===== src/rtl/dbus_axi_bridge_pkg.sv =====
`default_nettype none
// ============================================================================
// Module   : dbus_axi_bridge_pkg
// Purpose  : Shared bridge FSM state encoding and single-beat AXI constants.
// Revision : 1.0
// ============================================================================
package dbus_axi_bridge_pkg;

  typedef enum logic [2:0] {
    S_IDLE = 3'd0,
    S_AR   = 3'd1,
    S_R    = 3'd2,
    S_AW_W = 3'd3,
    S_B    = 3'd4,
    S_DONE = 3'd5
  } state_t;

  localparam logic [1:0] c_burst_incr = 2'b01;
  localparam logic [3:0] c_len_single = 4'd0;

endpackage : dbus_axi_bridge_pkg
`default_nettype wire


===== src/rtl/dbus_axi_bridge_if.sv =====
`default_nettype none
// ============================================================================
// Module   : dbus_axi_bridge_if
// Purpose  : Data-bus request side plus AXI3 channels seen by the bridge.
// Revision : 1.0
// ============================================================================
interface dbus_axi_bridge_if;

  logic        data_req;
  logic        data_wr;
  logic [2:0]  data_size;
  logic [3:0]  data_wstrb;
  logic [31:0] data_addr;
  logic [31:0] data_wdata;
  logic        data_addr_ok;
  logic        data_data_ok;
  logic [31:0] data_rdata;

  logic [3:0]  arid;
  logic [31:0] araddr;
  logic [3:0]  arlen;
  logic [2:0]  arsize;
  logic [1:0]  arburst;
  logic [1:0]  arlock;
  logic [3:0]  arcache;
  logic [2:0]  arprot;
  logic        arvalid;
  logic        arready;

  logic [3:0]  rid;
  logic [31:0] rdata;
  logic [1:0]  rresp;
  logic        rlast;
  logic        rvalid;
  logic        rready;

  logic [3:0]  awid;
  logic [31:0] awaddr;
  logic [3:0]  awlen;
  logic [2:0]  awsize;
  logic [1:0]  awburst;
  logic [1:0]  awlock;
  logic [3:0]  awcache;
  logic [2:0]  awprot;
  logic        awvalid;
  logic        awready;

  logic [3:0]  wid;
  logic [31:0] wdata;
  logic [3:0]  wstrb;
  logic        wlast;
  logic        wvalid;
  logic        wready;

  logic [3:0]  bid;
  logic [1:0]  bresp;
  logic        bvalid;
  logic        bready;

  // Bridge side: consumes data-bus requests, masters the AXI channels.
  modport master (
    input  data_req, data_wr, data_size, data_wstrb, data_addr, data_wdata,
    output data_addr_ok, data_data_ok, data_rdata,
    output arid, araddr, arlen, arsize, arburst, arlock, arcache, arprot, arvalid,
    input  arready,
    input  rid, rdata, rresp, rlast, rvalid,
    output rready,
    output awid, awaddr, awlen, awsize, awburst, awlock, awcache, awprot, awvalid,
    input  awready,
    output wid, wdata, wstrb, wlast, wvalid,
    input  wready,
    input  bid, bresp, bvalid,
    output bready
  );

  modport slave (
    output data_req, data_wr, data_size, data_wstrb, data_addr, data_wdata,
    input  data_addr_ok, data_data_ok, data_rdata,
    input  arid, araddr, arlen, arsize, arburst, arlock, arcache, arprot, arvalid,
    output arready,
    output rid, rdata, rresp, rlast, rvalid,
    input  rready,
    input  awid, awaddr, awlen, awsize, awburst, awlock, awcache, awprot, awvalid,
    output awready,
    input  wid, wdata, wstrb, wlast, wvalid,
    output wready,
    output bid, bresp, bvalid,
    input  bready
  );

endinterface : dbus_axi_bridge_if
`default_nettype wire


===== src/rtl/dbus_axi_bridge.sv =====
`default_nettype none
// ============================================================================
// Module   : dbus_axi_bridge
// Purpose  : Single-outstanding data-bus to AXI3 bridge, one beat per access.
// Revision : 1.0
// ============================================================================
module dbus_axi_bridge
  import dbus_axi_bridge_pkg::*;
#(
  parameter logic [3:0] AXI_ID = 4'd1
) (
  input  wire logic       clk,
  input  wire logic       reset,
  dbus_axi_bridge_if.master bus
);

  state_t      r_state;
  state_t      w_next;
  logic [31:0] r_addr;
  logic [31:0] r_wdata;
  logic [31:0] r_rdata;
  logic [1:0]  r_size;
  logic [3:0]  r_wstrb;
  logic        r_aw_done;
  logic        r_w_done;

  logic        w_accept;
  logic        w_arvalid;
  logic        w_rready;
  logic        w_awvalid;
  logic        w_wvalid;
  logic        w_bready;
  logic        w_data_ok;
  logic        w_aw_fire;
  logic        w_w_fire;

  assign w_accept = bus.data_req && (r_state == S_IDLE);

  always_comb begin
    w_next    = r_state;
    w_arvalid = 1'b0;
    w_rready  = 1'b0;
    w_awvalid = 1'b0;
    w_wvalid  = 1'b0;
    w_bready  = 1'b0;
    w_data_ok = 1'b0;
    w_aw_fire = 1'b0;
    w_w_fire  = 1'b0;
    case (r_state)
      S_IDLE: begin
        if (bus.data_req) w_next = bus.data_wr ? S_AW_W : S_AR;
      end
      S_AR: begin
        w_arvalid = 1'b1;
        if (bus.arready) w_next = S_R;
      end
      S_R: begin
        w_rready = 1'b1;
        if (bus.rvalid) w_next = S_DONE;
      end
      S_AW_W: begin
        // Each channel retires independently; leave once both have, possibly together.
        w_awvalid = !r_aw_done;
        w_wvalid  = !r_w_done;
        w_aw_fire = w_awvalid && bus.awready;
        w_w_fire  = w_wvalid && bus.wready;
        if ((r_aw_done || w_aw_fire) && (r_w_done || w_w_fire)) w_next = S_B;
      end
      S_B: begin
        w_bready = 1'b1;
        if (bus.bvalid) w_next = S_DONE;
      end
      S_DONE: begin
        w_data_ok = 1'b1;
        w_next    = S_IDLE;
      end
      default: w_next = S_IDLE;
    endcase
  end

  always_ff @(posedge clk) begin
    if (reset) begin
      r_state   <= S_IDLE;
      r_addr    <= '0;
      r_wdata   <= '0;
      r_rdata   <= '0;
      r_size    <= '0;
      r_wstrb   <= '0;
      r_aw_done <= 1'b0;
      r_w_done  <= 1'b0;
    end else begin
      r_state <= w_next;
      if (w_accept) begin
        r_addr    <= bus.data_addr;
        r_size    <= bus.data_size[1:0];
        r_wstrb   <= bus.data_wstrb;
        r_wdata   <= bus.data_wdata;
        r_aw_done <= 1'b0;
        r_w_done  <= 1'b0;
      end
      if (r_state == S_AW_W) begin
        if (w_next == S_B) begin
          r_aw_done <= 1'b0;
          r_w_done  <= 1'b0;
        end else begin
          r_aw_done <= r_aw_done | w_aw_fire;
          r_w_done  <= r_w_done | w_w_fire;
        end
      end
      if ((r_state == S_R) && bus.rvalid) r_rdata <= bus.rdata;
    end
  end

  assign bus.data_addr_ok = w_accept;
  assign bus.data_data_ok = w_data_ok;
  assign bus.data_rdata   = r_rdata;

  assign bus.arid    = AXI_ID;
  assign bus.araddr  = r_addr;
  assign bus.arlen   = c_len_single;
  assign bus.arsize  = {1'b0, r_size};
  assign bus.arburst = c_burst_incr;
  assign bus.arlock  = 2'b00;
  assign bus.arcache = 4'b0000;
  assign bus.arprot  = 3'b000;
  assign bus.arvalid = w_arvalid;
  assign bus.rready  = w_rready;

  assign bus.awid    = AXI_ID;
  assign bus.awaddr  = r_addr;
  assign bus.awlen   = c_len_single;
  assign bus.awsize  = {1'b0, r_size};
  assign bus.awburst = c_burst_incr;
  assign bus.awlock  = 2'b00;
  assign bus.awcache = 4'b0000;
  assign bus.awprot  = 3'b000;
  assign bus.awvalid = w_awvalid;

  assign bus.wid    = AXI_ID;
  assign bus.wdata  = r_wdata;
  assign bus.wstrb  = r_wstrb;
  assign bus.wlast  = 1'b1;
  assign bus.wvalid = w_wvalid;
  assign bus.bready = w_bready;

endmodule : dbus_axi_bridge
`default_nettype wire


===== src/flat_wrapper.sv =====
// flat-port wrapper written by rule: the top's interface ports become plain ports
module dbus_axi_bridge_flat import dbus_axi_bridge_pkg::*;
#(
  parameter logic [3:0] AXI_ID = 4'd1
)
  (clk, reset, bus_data_req, bus_data_wr, bus_data_size, bus_data_wstrb, bus_data_addr, bus_data_wdata, bus_data_addr_ok, bus_data_data_ok, bus_data_rdata, bus_arid, bus_araddr, bus_arlen, bus_arsize, bus_arburst, bus_arlock, bus_arcache, bus_arprot, bus_arvalid, bus_arready, bus_rid, bus_rdata, bus_rresp, bus_rlast, bus_rvalid, bus_rready, bus_awid, bus_awaddr, bus_awlen, bus_awsize, bus_awburst, bus_awlock, bus_awcache, bus_awprot, bus_awvalid, bus_awready, bus_wid, bus_wdata, bus_wstrb, bus_wlast, bus_wvalid, bus_wready, bus_bid, bus_bresp, bus_bvalid, bus_bready);
  dbus_axi_bridge_if bus_i ();
  input  wire logic clk;
  input  wire logic reset;
  input wire logic [$bits(bus_i.data_req)-1:0] bus_data_req;
  input wire logic [$bits(bus_i.data_wr)-1:0] bus_data_wr;
  input wire logic [$bits(bus_i.data_size)-1:0] bus_data_size;
  input wire logic [$bits(bus_i.data_wstrb)-1:0] bus_data_wstrb;
  input wire logic [$bits(bus_i.data_addr)-1:0] bus_data_addr;
  input wire logic [$bits(bus_i.data_wdata)-1:0] bus_data_wdata;
  output wire logic [$bits(bus_i.data_addr_ok)-1:0] bus_data_addr_ok;
  output wire logic [$bits(bus_i.data_data_ok)-1:0] bus_data_data_ok;
  output wire logic [$bits(bus_i.data_rdata)-1:0] bus_data_rdata;
  output wire logic [$bits(bus_i.arid)-1:0] bus_arid;
  output wire logic [$bits(bus_i.araddr)-1:0] bus_araddr;
  output wire logic [$bits(bus_i.arlen)-1:0] bus_arlen;
  output wire logic [$bits(bus_i.arsize)-1:0] bus_arsize;
  output wire logic [$bits(bus_i.arburst)-1:0] bus_arburst;
  output wire logic [$bits(bus_i.arlock)-1:0] bus_arlock;
  output wire logic [$bits(bus_i.arcache)-1:0] bus_arcache;
  output wire logic [$bits(bus_i.arprot)-1:0] bus_arprot;
  output wire logic [$bits(bus_i.arvalid)-1:0] bus_arvalid;
  input wire logic [$bits(bus_i.arready)-1:0] bus_arready;
  input wire logic [$bits(bus_i.rid)-1:0] bus_rid;
  input wire logic [$bits(bus_i.rdata)-1:0] bus_rdata;
  input wire logic [$bits(bus_i.rresp)-1:0] bus_rresp;
  input wire logic [$bits(bus_i.rlast)-1:0] bus_rlast;
  input wire logic [$bits(bus_i.rvalid)-1:0] bus_rvalid;
  output wire logic [$bits(bus_i.rready)-1:0] bus_rready;
  output wire logic [$bits(bus_i.awid)-1:0] bus_awid;
  output wire logic [$bits(bus_i.awaddr)-1:0] bus_awaddr;
  output wire logic [$bits(bus_i.awlen)-1:0] bus_awlen;
  output wire logic [$bits(bus_i.awsize)-1:0] bus_awsize;
  output wire logic [$bits(bus_i.awburst)-1:0] bus_awburst;
  output wire logic [$bits(bus_i.awlock)-1:0] bus_awlock;
  output wire logic [$bits(bus_i.awcache)-1:0] bus_awcache;
  output wire logic [$bits(bus_i.awprot)-1:0] bus_awprot;
  output wire logic [$bits(bus_i.awvalid)-1:0] bus_awvalid;
  input wire logic [$bits(bus_i.awready)-1:0] bus_awready;
  output wire logic [$bits(bus_i.wid)-1:0] bus_wid;
  output wire logic [$bits(bus_i.wdata)-1:0] bus_wdata;
  output wire logic [$bits(bus_i.wstrb)-1:0] bus_wstrb;
  output wire logic [$bits(bus_i.wlast)-1:0] bus_wlast;
  output wire logic [$bits(bus_i.wvalid)-1:0] bus_wvalid;
  input wire logic [$bits(bus_i.wready)-1:0] bus_wready;
  input wire logic [$bits(bus_i.bid)-1:0] bus_bid;
  input wire logic [$bits(bus_i.bresp)-1:0] bus_bresp;
  input wire logic [$bits(bus_i.bvalid)-1:0] bus_bvalid;
  output wire logic [$bits(bus_i.bready)-1:0] bus_bready;
  assign bus_i.data_req = bus_data_req;
  assign bus_i.data_wr = bus_data_wr;
  assign bus_i.data_size = bus_data_size;
  assign bus_i.data_wstrb = bus_data_wstrb;
  assign bus_i.data_addr = bus_data_addr;
  assign bus_i.data_wdata = bus_data_wdata;
  assign bus_data_addr_ok = bus_i.data_addr_ok;
  assign bus_data_data_ok = bus_i.data_data_ok;
  assign bus_data_rdata = bus_i.data_rdata;
  assign bus_arid = bus_i.arid;
  assign bus_araddr = bus_i.araddr;
  assign bus_arlen = bus_i.arlen;
  assign bus_arsize = bus_i.arsize;
  assign bus_arburst = bus_i.arburst;
  assign bus_arlock = bus_i.arlock;
  assign bus_arcache = bus_i.arcache;
  assign bus_arprot = bus_i.arprot;
  assign bus_arvalid = bus_i.arvalid;
  assign bus_i.arready = bus_arready;
  assign bus_i.rid = bus_rid;
  assign bus_i.rdata = bus_rdata;
  assign bus_i.rresp = bus_rresp;
  assign bus_i.rlast = bus_rlast;
  assign bus_i.rvalid = bus_rvalid;
  assign bus_rready = bus_i.rready;
  assign bus_awid = bus_i.awid;
  assign bus_awaddr = bus_i.awaddr;
  assign bus_awlen = bus_i.awlen;
  assign bus_awsize = bus_i.awsize;
  assign bus_awburst = bus_i.awburst;
  assign bus_awlock = bus_i.awlock;
  assign bus_awcache = bus_i.awcache;
  assign bus_awprot = bus_i.awprot;
  assign bus_awvalid = bus_i.awvalid;
  assign bus_i.awready = bus_awready;
  assign bus_wid = bus_i.wid;
  assign bus_wdata = bus_i.wdata;
  assign bus_wstrb = bus_i.wstrb;
  assign bus_wlast = bus_i.wlast;
  assign bus_wvalid = bus_i.wvalid;
  assign bus_i.wready = bus_wready;
  assign bus_i.bid = bus_bid;
  assign bus_i.bresp = bus_bresp;
  assign bus_i.bvalid = bus_bvalid;
  assign bus_bready = bus_i.bready;
  dbus_axi_bridge #(.AXI_ID(AXI_ID)) u_core (.clk(clk), .reset(reset), .bus(bus_i));
endmodule

===== config.mk =====
export PLATFORM = sky130hd
export DESIGN_NAME = dbus_axi_bridge_flat
export DESIGN_NICKNAME = d
export VERILOG_FILES = /design/src/rtl/dbus_axi_bridge_pkg.sv /design/src/rtl/dbus_axi_bridge_if.sv /design/src/rtl/dbus_axi_bridge.sv /design/src/flat_wrapper.sv
export SDC_FILE = /design/constraint.sdc
export NUM_CORES = 1
export LEC_CHECK = 0
export CAP_MARGIN = 20
export CORE_AREA = 2 2 122 124
export DETAILED_ROUTE_END_ITERATION = 10
export DIE_AREA = 0 0 124 126
export GPL_TIMING_DRIVEN = 0
export PLACE_DENSITY = 0.85
export REMOVE_ABC_BUFFERS = 1
export SLEW_MARGIN = 20
export SYNTH_ARGS = -nofsm -noshare
export SYNTH_HDL_FRONTEND = slang
export SYNTH_SLANG_ARGS = --single-unit

===== constraint.sdc =====
create_clock -name clk -period 2.5 [get_ports clk]
set_clock_uncertainty 0.1 [all_clocks]
set_input_delay 0.25 -clock clk [delete_from_list [all_inputs] [get_ports clk]]
set_output_delay 0.25 -clock clk [all_outputs]
set_load 0.02 [all_outputs]

==> impl_metrics.json <==
{
  "status": "finished, final reports clean",
  "clock_path_buffers": 2,
  "std_cell_rows": 44,
  "gp_congestion": 0.710,
  "cp.arrival_ns": 1.98,
  "grt_pass1_wl_mm": 19.7,
  "drtIter0Drc": 121,
  "clkTransAtPathRegs_ns": 0.07,
  "synth_async_sr_flop_share": 0,
  "die_x_um": 124,
  "htreeDepth": 3,
  "pwr-share-seq": 0.416,
  "nets": 891,
  "port_buffers": 253,
  "worstPathRequired_ns": 2.15,
  "coreArea_um2": 14300,
  "path_depth": 5,
  "io_pins": 313,
  "finalCritPeriodShare": 0.933,
  "fin_util": 0.492,
  "rsz0062_at_grt": "no",
  "detail_route.wl_per_cell_um": 13.8,
  "min-delay-start": "reset",
  "synth_mux_area_frac": 0.00725,
  "synth_edf_count": 0,
  "r2r_slack_ns": 0.54,
  "clk_latency_ns": 0.34,
  "endpoint_kind": "primary output",
  "dr_wl_met2_mm": 6.54,
  "cts_root_buffer": "clkbuf_16",
  "die_area_um2": 15600,
  "synthTopCellsByCount": "206 x nand2_1, 107 x dfxtp_1, 104 x a21oi_1, 80 x buf_4, 26 x clkbuf_1",
  "crit_family": "buffers and inverters",
  "synth_compound_area_frac": 0.130,
  "synth-main-ff-cell": "dfxtp_1",
  "synth_fa_ha_area_frac": 0,
  "worstReg2RegStart": "u_core.r_state[1]",
  "final_antenna_net_count": 0,
  "max-cap-violations": 0,
  "synth_most_common_cell": "nand2_1",
  "grt_use_total": 0.165,
  "crit_path_max_incr_delay_ns": 0.59,
  "start_util": 0.313,
  "synth_xor_area_frac": 0,
  "die_y_um": 126,
  "holdPathStages": 2,
  "p_leak_nw": 2.58,
  "hold_violations": 0,
  "ir_drop_uv": 335,
  "setup_viol": 0,
  "max_clock_freq_mhz": 429,
  "yosysUniqueCellTypes": 30,
  "grt_max_degree": 63,
  "slew_headroom": 0.424,
  "p_total_mw": 4.66,
  "route.top_layer_used": "met4",
  "synth_top_family_by_area": "simple AND/OR/NAND/NOR gates",
  "synthesis.area_um2": 4490,
  "power_frac_clock": 0.310,
  "syn_to_final_growth_pct": 57.0,
  "intPower_mw": 3.24,
  "vias": 4212,
  "min_path_type": "primary input to flip-flop",
  "worstMarginPinSlew_ns": 0.864,
  "ys_top_cells_by_area": "dfxtp_1 48%, nand2_1 17%, buf_4 13%, a21oi_1 12%, clkbuf_1 2.2%",
  "slowest_stage": "clkdlybuf4s50_1",
  "finalCriticalPeriod_ns": 2.33,
  "wirelength_met1_mm": 5.03,
  "drc_errors": 0,
  "wl_met3_mm": 1.47,
  "crit_fanout": 50,
  "ys_ff_latch": 107,
  "cts.sinks": 107,
  "fin_cells": 955,
  "cp_num_buf_inv": 4,
  "synth_top_area_share": 0.477,
  "p_per_area_nw_per_um2": 662,
  "switching_share": 0.306,
  "antenna_found_initial": 0,
  "syn_inst": 569,
  "switchingPower_mw": 1.43,
  "worstRegToRegCells": 5,
  "path_class": "primary input to primary output",
  "cts_buffers": 9,
  "cp-start-kind": "primary input",
  "fin_tns_setup_ns": 0,
  "diodes": 0,
  "routed_wl_mm": 13.2,
  "grt-ovfl-total": 0,
  "place_inst": 936,
  "maxSlewViolCount": 0,
  "path_cells": "clkdlybuf4s50_1 > or4b_4 > buf_12 > inv_16 > clkbuf_2",
  "dr.pass1.iters": 5,
  "critPathLaunch": "bus_data_req",
  "ys_seq_area_frac": 0.477,
  "drive_above_1_share": 0.0415,
  "avgSynthCellArea_um2": 7.89,
  "yosys_warnings": 0,
  "vias_per_cell": 4.41,
  "pwr-share-comb": 0.274,
  "synth-simple-area-share": 0.202,
  "cts_tree": "built",
  "grt_pass1_vias": 3915,
  "dp_hpwl_mm": 8.95,
  "synth_top_cell_by_area": "dfxtp_1"
}
## sequential cells by signal, summed over array words and instances, names as in the netlist
| name | flops |
|---|---|
| u_core.bus.araddr | 32 |
| u_core.r_w_done | 1 |
| u_core.r_aw_done | 1 |
| u_core.r_size | 2 |
| u_core.bus.wdata | 32 |
| u_core.bus.wstrb | 4 |
| u_core.bus.data_rdata | 32 |
| u_core.r_state | 3 |
## cell type report
class | count | area, µm²
well taps | 184 | 230
multi-input cells | 385 | 1730
clock inverters | 5 | 62.6
fillers | 1350 | 7270
clock buffers | 11 | 243
repair buffers | 258 | 2600
flip-flops and latches | 107 | 2150
repair inverters | 1 | 8.76
inverters | 4 | 31.3
## kinds of logic (layout without fill, tap and decap cells)
logic type	count (synthesis)	after routing
other cells	2	45
compound gates	112	112
flops	107	107
buf+inv	121	279
mux	2	2
simple gates	225	226
## through the flow
step	setup slack (ns)	hold slack, ns	instance area, µm²
6_report	0.167	0.279	7050
5_1_grt	0.108	0.288	7050
4_1_cts	0.0189	0.270	7050
3_5_place_dp	-0.718	0.346	6700
3_3_place_gp	-2.75	0.340	6620
2_1_floorplan	-0.726	0.219	3850
## worst register-to-register path: stages, from the launching register on
cell and delay [ns]:
dfxtp_2 0.41, or4b_4 0.59, buf_12 0.20, inv_6 0.34, nand2_1 0.11, a21oi_1 0.14
## per-layer routing
| layer | up-vias | global-route usage |
|---|---|---|
| li1 | 2092 | - |
| met4 | 0 | 0.0601 |
| met5 | - | 0 |
| met3 | 11 | 0.0593 |
| met1 | 1907 | 0.175 |
| met2 | 202 | 0.295 |
## cell usage in the layout, fill, tap and decap left out, types with 2 or more instances in the layout
cell,count
clkdlybuf4s50_1,251
dfxtp_2,3
conb_1,45
clkbuf_16,9
nand3b_1,3
inv_1,3
a21oi_1,104
buf_4,3
nand2_1,206
o32ai_1,2
and3b_1,2
nor2b_1,2
nor2_1,3
clkinv_4,2
dfxtp_1,104
nor3b_1,3
nand2b_1,2
clkinvlp_4,2
## timing repair
item / 4_1_cts / 5_1_grt
hold buffers: 0 / 0
buffers inserted: 1 / 0
endpoints found under the setup margin: 1 / 1
pin swaps: 1 / 0
gates cloned: 2 / 0
resized for setup: 8 / 1
## power by group through the flow
stage / Sequential, mW / Combinational (mW) / Clock [mW]
after floorplan: 2.18 / 0.349 / 0
after global placement: 1.97 / 1.23 / 0
after detailed placement: 1.98 / 1.26 / 0
after CTS: 1.95 / 1.29 / 1.49
after global routing: 1.96 / 1.38 / 1.56
final: 1.94 / 1.28 / 1.45
## worst paths after layout
path                               endpoint
hold / removal    u_core.bus.data_rdata[28]
setup / recovery           bus_data_addr_ok
hold reg to reg         u_core.bus.wdata[5]
setup reg to reg       u_core.bus.wdata[27]
(Power assumes the default switching activity.)
